$ cat config.mk
export PLATFORM = sky130hd
export DESIGN_NAME = tl_phase_monitor
export DESIGN_NICKNAME = d
export VERILOG_FILES = /design/src/rtl/tl_pkg.sv /design/src/rtl/tl_colour_filter.sv /design/src/rtl/tl_phase_monitor.sv
export SDC_FILE = /design/constraint.sdc
export NUM_CORES = 1
export LEC_CHECK = 0
export ABC_CLOCK_PERIOD_IN_PS = 11050
export BUFFER_PORTS_ARGS = -buffer_cell sky130_fd_sc_hd__buf_2
export CORE_ASPECT_RATIO = 1.1
export CORE_MARGIN = 1
export CORE_UTILIZATION = 30
export CTS_CLUSTER_SIZE = 30
export DETAILED_ROUTE_END_ITERATION = 10
export GPL_TIMING_DRIVEN = 1
export PLACE_DENSITY = 0.42
export SYNTH_ARGS = -nofsm -noshare
export SYNTH_HDL_FRONTEND = slang
export SYNTH_SLANG_ARGS = --single-unit
$ cat constraint.sdc
create_clock -name sysClk -period 11.05 [get_ports sysClk]
set_input_delay 2.21 -clock sysClk [delete_from_list [all_inputs] [get_ports sysClk]]
set_output_delay 2.21 -clock sysClk [all_outputs]
set_load 0.1 [all_outputs]
$ cat src/rtl/tl_pkg.sv
// Shared types and helpers for the traffic-light design and its phase monitor.
//   phase_e       : accepted light phase (OFF/RED/GREEN/YELLOW/WALK/INVALID)
//   state_e       : phase-monitor tracking state
//   BLINK_TICKS   : an OFF shorter than this many ticks between identical
//                   phases is a blink, not a phase boundary
//   decode_colour : raw {R,G,B} code -> phase_e using a packed colour table
//   legal_step    : whether a single phase-to-phase step is an allowed sequence
package tl_pkg;

  typedef enum logic [2:0] {
    PH_OFF     = 3'd0,
    PH_RED     = 3'd1,
    PH_GREEN   = 3'd2,
    PH_YELLOW  = 3'd3,
    PH_WALK    = 3'd4,
    PH_INVALID = 3'd7
  } phase_e;

  typedef enum logic [1:0] {
    S_IDLE,
    S_RUN,
    S_GAP
  } state_e;

  localparam int unsigned BLINK_TICKS = 2;

  // colors packs {RED,GREEN,YELLOW,WALK}, RED in the top three bits.
  function automatic phase_e decode_colour(input logic [11:0] colors,
                                           input logic [2:0]  code);
    phase_e ph;
    if (code == colors[11:9])      ph = PH_RED;
    else if (code == colors[8:6])  ph = PH_GREEN;
    else if (code == colors[5:3])  ph = PH_YELLOW;
    else if (code == colors[2:0])  ph = PH_WALK;
    else if (code == 3'b000)       ph = PH_OFF;
    else                           ph = PH_INVALID;
    return ph;
  endfunction

  function automatic logic legal_step(input phase_e a, input phase_e b);
    logic ok;
    ok = 1'b0;
    if (b == PH_OFF) begin
      ok = 1'b1;
    end else if (a == PH_OFF) begin
      ok = (b != PH_INVALID);
    end else begin
      case (a)
        PH_GREEN:  ok = (b == PH_YELLOW);
        PH_YELLOW: ok = (b == PH_RED);
        PH_RED:    ok = (b == PH_GREEN) || (b == PH_WALK);
        PH_WALK:   ok = (b == PH_RED);
        default:   ok = 1'b0;
      endcase
    end
    return ok;
  endfunction

endpackage

$ cat src/rtl/tl_colour_filter.sv
// Synchronises the asynchronous light code, decodes it and accepts a new
// colour only after C_STABLE consecutive identical samples.
//   clk, rst  : clock, asynchronous active-high reset
//   led_rgb   : raw {R,G,B} light code (asynchronous)
//   acc_phase : currently accepted phase
//   acc_chg   : one-cycle pulse, coincident with the first cycle of a new acc_phase
module tl_colour_filter
  import tl_pkg::*;
#(
  parameter int unsigned C_STABLE = 16,
  parameter logic [11:0] C_COLORS = 12'b100_010_110_111
) (
  input  logic       clk,
  input  logic       rst,
  input  logic [2:0] led_rgb,
  output phase_e     acc_phase,
  output logic       acc_chg
);

  localparam int unsigned CW = $clog2(C_STABLE + 1);

  logic [2:0]    sync1_q, sync1_d, sync2_q, sync2_d;
  phase_e        sample;
  phase_e        cand_q, cand_d;
  phase_e        acc_q, acc_d;
  logic [CW-1:0] cnt_q, cnt_d;
  logic          chg_q, chg_d;

  always_comb begin
    sync1_d = led_rgb;
    sync2_d = sync1_q;
    sample  = decode_colour(C_COLORS, sync2_q);
    cand_d  = sample;
    // Run length of identical samples, saturating once the candidate qualifies.
    if (sample == cand_q) begin
      cnt_d = (cnt_q == CW'(C_STABLE)) ? cnt_q : cnt_q + CW'(1);
    end else begin
      cnt_d = CW'(1);
    end
    acc_d = acc_q;
    chg_d = 1'b0;
    if ((cnt_d == CW'(C_STABLE)) && (cand_d != acc_q)) begin
      acc_d = cand_d;
      chg_d = 1'b1;
    end
  end

  always_ff @(posedge clk or posedge rst) begin
    if (rst) begin
      sync1_q <= '0;
      sync2_q <= '0;
      cand_q  <= PH_OFF;
      cnt_q   <= '0;
      acc_q   <= PH_OFF;
      chg_q   <= 1'b0;
    end else begin
      sync1_q <= sync1_d;
      sync2_q <= sync2_d;
      cand_q  <= cand_d;
      cnt_q   <= cnt_d;
      acc_q   <= acc_d;
      chg_q   <= chg_d;
    end
  end

  assign acc_phase = acc_q;
  assign acc_chg   = chg_q;

endmodule

$ cat src/rtl/tl_phase_monitor.sv
// Traffic-light phase monitor: measures the length of every accepted light
// phase in prescaler ticks and flags illegal sequences and out-of-tolerance
// lengths.
//   sysClk, sysRst : clock, asynchronous active-high reset
//   ledRGB         : observed {R,G,B} light (asynchronous)
//   phase          : current accepted phase
//   phaseLen       : length of last completed phase [ticks]
//   phaseStb       : one-cycle strobe, phaseLen/errSeq/errLen valid
//   errSeq, errLen : sequence / length error of the completed phase
//   errCnt         : saturating count of errored completions
module tl_phase_monitor
  import tl_pkg::*;
#(
  parameter int unsigned C_CLK_FRQ    = 100_000_000,
  parameter int unsigned C_TICK_CYC   = 100_000,
  parameter int unsigned C_STABLE     = 16,
  parameter int unsigned C_INT_RED    = 10,
  parameter int unsigned C_INT_GREEN  = 10,
  parameter int unsigned C_INT_YELLOW = 2,
  parameter int unsigned C_INT_WALK   = 5,
  parameter int unsigned C_TOL        = 1,
  parameter logic [11:0] C_COLORS     = 12'b100_010_110_111
) (
  input  logic        sysClk,
  input  logic        sysRst,
  input  logic [2:0]  ledRGB,
  output logic [2:0]  phase,
  output logic [15:0] phaseLen,
  output logic        phaseStb,
  output logic        errSeq,
  output logic        errLen,
  output logic [7:0]  errCnt
);

  // A zero tick period is meaningless; fall back to a 1 ms tick.
  localparam int unsigned TICK_CYC = (C_TICK_CYC == 0) ? (C_CLK_FRQ / 1000) : C_TICK_CYC;
  localparam int unsigned PW       = (TICK_CYC > 1) ? $clog2(TICK_CYC) : 1;

  phase_e        new_ph;
  logic          chg;

  logic [PW-1:0] presc_q, presc_d;
  logic          tick;
  state_e        state_q, state_d;
  phase_e        cur_q, cur_d;
  logic [15:0]   len_q, len_d, len_inc, fresh_len;
  logic [15:0]   snap_q, snap_d;
  logic [1:0]    gap_q, gap_d;
  logic [15:0]   plen_q, plen_d;
  logic          stb_q, stb_d, eseq_q, eseq_d, elen_q, elen_d;
  logic [7:0]    ecnt_q, ecnt_d;
  logic          done, done_seq, done_elen;
  logic [15:0]   done_len;

  tl_colour_filter #(
    .C_STABLE (C_STABLE),
    .C_COLORS (C_COLORS)
  ) u_filter (
    .clk       (sysClk),
    .rst       (sysRst),
    .led_rgb   (ledRGB),
    .acc_phase (new_ph),
    .acc_chg   (chg)
  );

  function automatic logic len_bad(input phase_e a, input logic [15:0] l);
    int unsigned exp_len, got, dev;
    logic        bad;
    got = 32'(l);
    bad = 1'b0;
    case (a)
      PH_RED:    exp_len = C_INT_RED;
      PH_GREEN:  exp_len = C_INT_GREEN;
      PH_YELLOW: exp_len = C_INT_YELLOW;
      PH_WALK:   exp_len = C_INT_WALK;
      default:   exp_len = 0;
    endcase
    dev = (got > exp_len) ? got - exp_len : exp_len - got;
    if (a inside {PH_RED, PH_GREEN, PH_YELLOW, PH_WALK}) bad = (dev > C_TOL);
    return bad;
  endfunction

  always_comb begin
    tick    = (presc_q == PW'(TICK_CYC - 1));
    presc_d = tick ? '0 : presc_q + PW'(1);

    len_inc   = (tick && (len_q != '1)) ? len_q + 16'd1 : len_q;
    // A tick coinciding with an acceptance belongs to the new phase.
    fresh_len = tick ? 16'd1 : 16'd0;

    state_d  = state_q;
    cur_d    = cur_q;
    len_d    = len_inc;
    snap_d   = snap_q;
    gap_d    = (tick && (gap_q != 2'(BLINK_TICKS))) ? gap_q + 2'd1 : gap_q;
    done     = 1'b0;
    done_len = len_q;
    done_seq = 1'b0;

    case (state_q)
      S_IDLE: begin
        if (chg && (new_ph != PH_OFF)) begin
          state_d = S_RUN;
          cur_d   = new_ph;
          len_d   = fresh_len;
        end
      end
      S_RUN: begin
        if (chg) begin
          if (new_ph == PH_OFF) begin
            // Keep counting through the OFF so a blink is seamless; remember
            // the length at the OFF edge in case it turns out to be a boundary.
            state_d = S_GAP;
            snap_d  = len_q;
            gap_d   = tick ? 2'd1 : 2'd0;
          end else begin
            done     = 1'b1;
            done_len = len_q;
            done_seq = !legal_step(cur_q, new_ph);
            cur_d    = new_ph;
            len_d    = fresh_len;
          end
        end
      end
      S_GAP: begin
        if (chg) begin
          state_d = S_RUN;
          if (!((new_ph == cur_q) && (gap_q < 2'(BLINK_TICKS)))) begin
            // Real boundary: the sequence was A->OFF->B, and A->OFF is always
            // legal, so only the OFF->B step can be an error.
            done     = 1'b1;
            done_len = snap_q;
            done_seq = !legal_step(PH_OFF, new_ph);
            cur_d    = new_ph;
            len_d    = fresh_len;
          end
        end
      end
      default: state_d = S_IDLE;
    endcase

    done_elen = done && len_bad(cur_q, done_len);
    stb_d     = done;
    plen_d    = done ? done_len  : plen_q;
    eseq_d    = done ? done_seq  : eseq_q;
    elen_d    = done ? done_elen : elen_q;
    ecnt_d    = (done && (done_seq || done_elen) && (ecnt_q != '1)) ? ecnt_q + 8'd1 : ecnt_q;
  end

  always_ff @(posedge sysClk or posedge sysRst) begin
    if (sysRst) begin
      presc_q <= '0;
      state_q <= S_IDLE;
      cur_q   <= PH_OFF;
      len_q   <= '0;
      snap_q  <= '0;
      gap_q   <= '0;
      plen_q  <= '0;
      stb_q   <= 1'b0;
      eseq_q  <= 1'b0;
      elen_q  <= 1'b0;
      ecnt_q  <= '0;
    end else begin
      presc_q <= presc_d;
      state_q <= state_d;
      cur_q   <= cur_d;
      len_q   <= len_d;
      snap_q  <= snap_d;
      gap_q   <= gap_d;
      plen_q  <= plen_d;
      stb_q   <= stb_d;
      eseq_q  <= eseq_d;
      elen_q  <= elen_d;
      ecnt_q  <= ecnt_d;
    end
  end

  assign phase    = new_ph;
  assign phaseLen = plen_q;
  assign phaseStb = stb_q;
  assign errSeq   = eseq_q;
  assign errLen   = elen_q;
  assign errCnt   = ecnt_q;

endmodule

==> summary.txt <==
Status
  – Status: finished clean

Pwr
  – Pwr dens: 107.8 nW/um^2
  – Static leakage: 3.113 nW
  – Worst ir drop on vdd: 0.06747 mV

Floorplan
  – Die Y: 149.4 um
  – FP Rows: 53
  – CORE AREA: 19230 um^2
  – Die area: 20310 um^2
  – Horiz. Die Dim: 136.0 um
  – I/O Pins: 35
  – Starting Density: 30.81%

Place
  – IO Port Bufs: 34
  – Post-DP HPWL: 11600 um
  – Placer Congestion: 0.8576
  – Cell Area, Placed: 6352 um^2

Detailed routing
  – Final wirelength: 15460 um
  – Vias post-DR: 4790
  – Iter 0 DRT Violations: 192
  – DRT antenna net count: 0
  – DRC: 0
  – DR pass1 iterations: 4
  – Vias per Instance: 5.195
  – Routed wire per std cell: 16.77 um

CTS
  – Clock Tree Root: clkbuf_16
  – TritonCTS buffer count: 9
  – CTS tree: built
  – Post-cts hold buffer count: 0
  – CTS sink count: 101
  – Clock tree buffer depth: 2
  – H-tree levels: 3
  – Post-CTS setup buffers: 0
  – Cts repair resizes: 0
  – Clock Latency Late Sink: 350 ps
  – Clk slew on worst S/H paths: 70 ps

Hold path
  – Hold path startpoint: u_filter.sync1_q[2]$_DFF_PP0_
  – Worst min path class: flop to flop
  – Worst Hold Depth: 0
  – Hold path endpoint: u_filter.sync2_q[2]$_DFF_PP0_

STA
  – Worst-Margin Slew: 965.1 ps
  – Tcrit/Tclk final: 49.55%
  – Clock skew: 7.416 ps
  – Min Tclk post-route: 5475 ps
  – Max Clock Freq: 0.1827 GHz
  – Slew Limit Fails: 0
  – Final Hold Vio Count: 0
  – Setup TNS: 0 ps
  – RSZ-0062 raised after global routing: false
  – Setup violations, final: 0
  – Slew headroom: 35.48%

Logic synthesis
  – Register area share after synthesis: 42.66%
  – Ranking of synthesized cells by area: dfrtp_1, nor2_1, nand2_1, ha_1, xor2_1
  – Synth Area per Inst: 9.115 um^2
  – Synth Flop Type: dfrtp_1
  – Synthesized Nets: 678
  – Post-synth ARST share: 100.0%
  – Synthesized instance count: 650
  – Synth unique cells: 57
  – Post-Syn Area: 5924 um^2
  – Post-synth EDFFs: 0
  – YS warnings: 0
  – Synth area leader: dfrtp_1
  – Top-area cell type share of the netlist area: 42.66%
  – Synthesized flop and latch total: 101

Worst setup path
  – R2R depth: 18
  – Crit path max fanout: 22
  – Crit-path most repeated cell: inv_1
  – Required time of the critical path: 11280 ps
  – Crit path DAT: 5710 ps
  – Worst R2R Setup Slack: 5580 ps
  – Reg-to-reg startpoint: state_q[0]$_DFFE_PP0P_
  – Startpoint type of the worst setup path: flop
  – RR Endpoint: errCnt[1]$_DFFE_PP0P_
  – Setup CP Type: flop to flop
  – Largest stage delay, worst path: 500 ps
  – Critical-path top delay cell: fa_1
  – Crit path cell chain: inv_1, ha_1, nand2_1, a41oi_2, buf_4, mux2i_1, inv_1, fa_1, a211o_1, o211ai_1, a311oi_1, o211a_1, a21o_1, nor4bb_1, nand4_1, o31a_1, o211ai_4, mux2_1
  – CP endpoint kind: flop

GRT
  – Gr usage total: 16.26%
  – Vias in the first global route: 4754
  – Initial antenna violation count: 0
  – Grt ovf: 0
  – Largest net degree at the start of global routing: 65
  – First-pass GRT wire length: 25500 um

Cells and area
  – Post-route cell area: 6654 um^2
  – Share of layout cells above drive strength 1: 13.04%
  – ANT cells: 0
  – Fin nets: 698
  – Area growth syn-to-layout: 12.31%

Flow run
  – Max Cap Viol: 0
[cells in the mapped netlist (all sizes together) (11+ instances only)]
cell type and n:
a21oi 35, a31oi 11, clkbuf 22, dfrtp 101, ha 21, inv 26, mux2 23, mux2i 15
nand2 71, nand3 26, nor2 82, nor3 16, o21ai 21, or3 15, xnor2 20, xor2 30
[cells in the final DEF (no fill, tap or decap), types with 8 or more instances in the layout]
| master | count |
|---|---|
| nor4_1 | 8 |
| xor2_1 | 30 |
| clkbuf_16 | 9 |
| nand3_1 | 26 |
| nor2_1 | 82 |
| o211ai_1 | 8 |
| o21ai_0 | 21 |
| a31oi_1 | 11 |
| mux2i_1 | 15 |
| and3_1 | 9 |
| nor3_1 | 16 |
| or3_1 | 15 |
| a21oi_1 | 34 |
| nand2_1 | 71 |
| buf_2 | 34 |
| nand4_1 | 9 |
| ha_1 | 21 |
| xnor2_1 | 20 |
| dfrtp_1 | 101 |
| mux2_2 | 21 |
| inv_1 | 25 |
[state kept, by name, indices dropped and copies added, names as in the netlist]
signal	count
errLen	1
snap_q	16
cur_q	3
errCnt	8
u_filter.acc_chg	1
len_q	16
state_q	2
u_filter.sync2_q	3
gap_q	2
u_filter.cnt_q	5
u_filter.sync1_q	3
u_filter.cand_q	3
phaseLen	16
u_filter.acc_phase	3
presc_q	17
phaseStb	1
errSeq	1
[power by group]
group,switching [mW],internal (mW)
sequential,0.00310,0.372
combinational,0.0115,0.00407
clock,0.144,0.182
[worst max path at each step]
stage                                           start                     to  slack (ps)
finish                         state_q[0]$_DFFE_PP0P_  errCnt[1]$_DFFE_PP0P_        5580
global route                   state_q[0]$_DFFE_PP0P_  errCnt[1]$_DFFE_PP0P_        5190
CTS                            state_q[0]$_DFFE_PP0P_  errCnt[1]$_DFFE_PP0P_        5550
detailed placement             state_q[0]$_DFFE_PP0P_  errCnt[1]$_DFFE_PP0P_        5590
global placement               state_q[0]$_DFFE_PP0P_  errCnt[1]$_DFFE_PP0P_        5750
floorplan           u_filter.acc_phase[2]$_DFFE_PP0P_  errCnt[1]$_DFFE_PP0P_        5510
[through the flow]
stage | hold slack, ps | instances | worst slack [ps] | util (%) | power (mW)
3_3_place_gp | 336.5 | 906 | 5747 | 33.03 | 0.3983
5_1_grt | 362.9 | 922 | 5186 | 34.60 | 0.7516
2_1_floorplan | 331.2 | 650 | 5508 | - | 0.3931
4_1_cts | 354.3 | 922 | 5545 | 34.60 | 0.7326
6_report | 352.1 | 922 | 5575 | 34.60 | 0.7172
3_5_place_dp | 337.2 | 906 | 5586 | 33.03 | 0.3990
[area by class of cell]
class	count	area, um^2
Clock inverter	5	58.81
Multi-Input combinational cell	492	3201
Sequential cell	101	2527
Timing Repair Buffer	40	215.2
Clock buffer	11	242.7
Fill cell	2012	12580
Tap cell	247	309.0
Inverter	26	100.1
[kinds of logic after synthesis]
logic type	count (synthesis)	synth area share, %
xor gates and xnor gates	50	7.392
adders and majority gates	23	5.111
buffers and inverters	57	3.759
DFF	101	42.66
and+or+nand+nor	268	21.48
muxes	38	6.969
AOI/OAI and AO/OA	113	12.63
[layer usage]
metal / track usage, % / vias up / part of all wire, %
li1: - / 2314 / -
met1: 20.43 / 2366 / 45
met2: 27.83 / 89 / 50
met3: 2.480 / 21 / 2.5
met4: 6.278 / 0 / 2.3
met5: 0 / - / 0
[critical path: cells and delay by family (launching register included)]
| kind | cells | cell delay [ps] |
|---|---|---|
| buf+inv | 3 | 580 |
| mux | 2 | 800 |
| compound gates | 8 | 2150 |
| flops | 1 | 440 |
| simple gates | 3 | 550 |
| fa+ha+maj | 2 | 820 |
No activity file was read; power rests on OpenSTA's default activity.
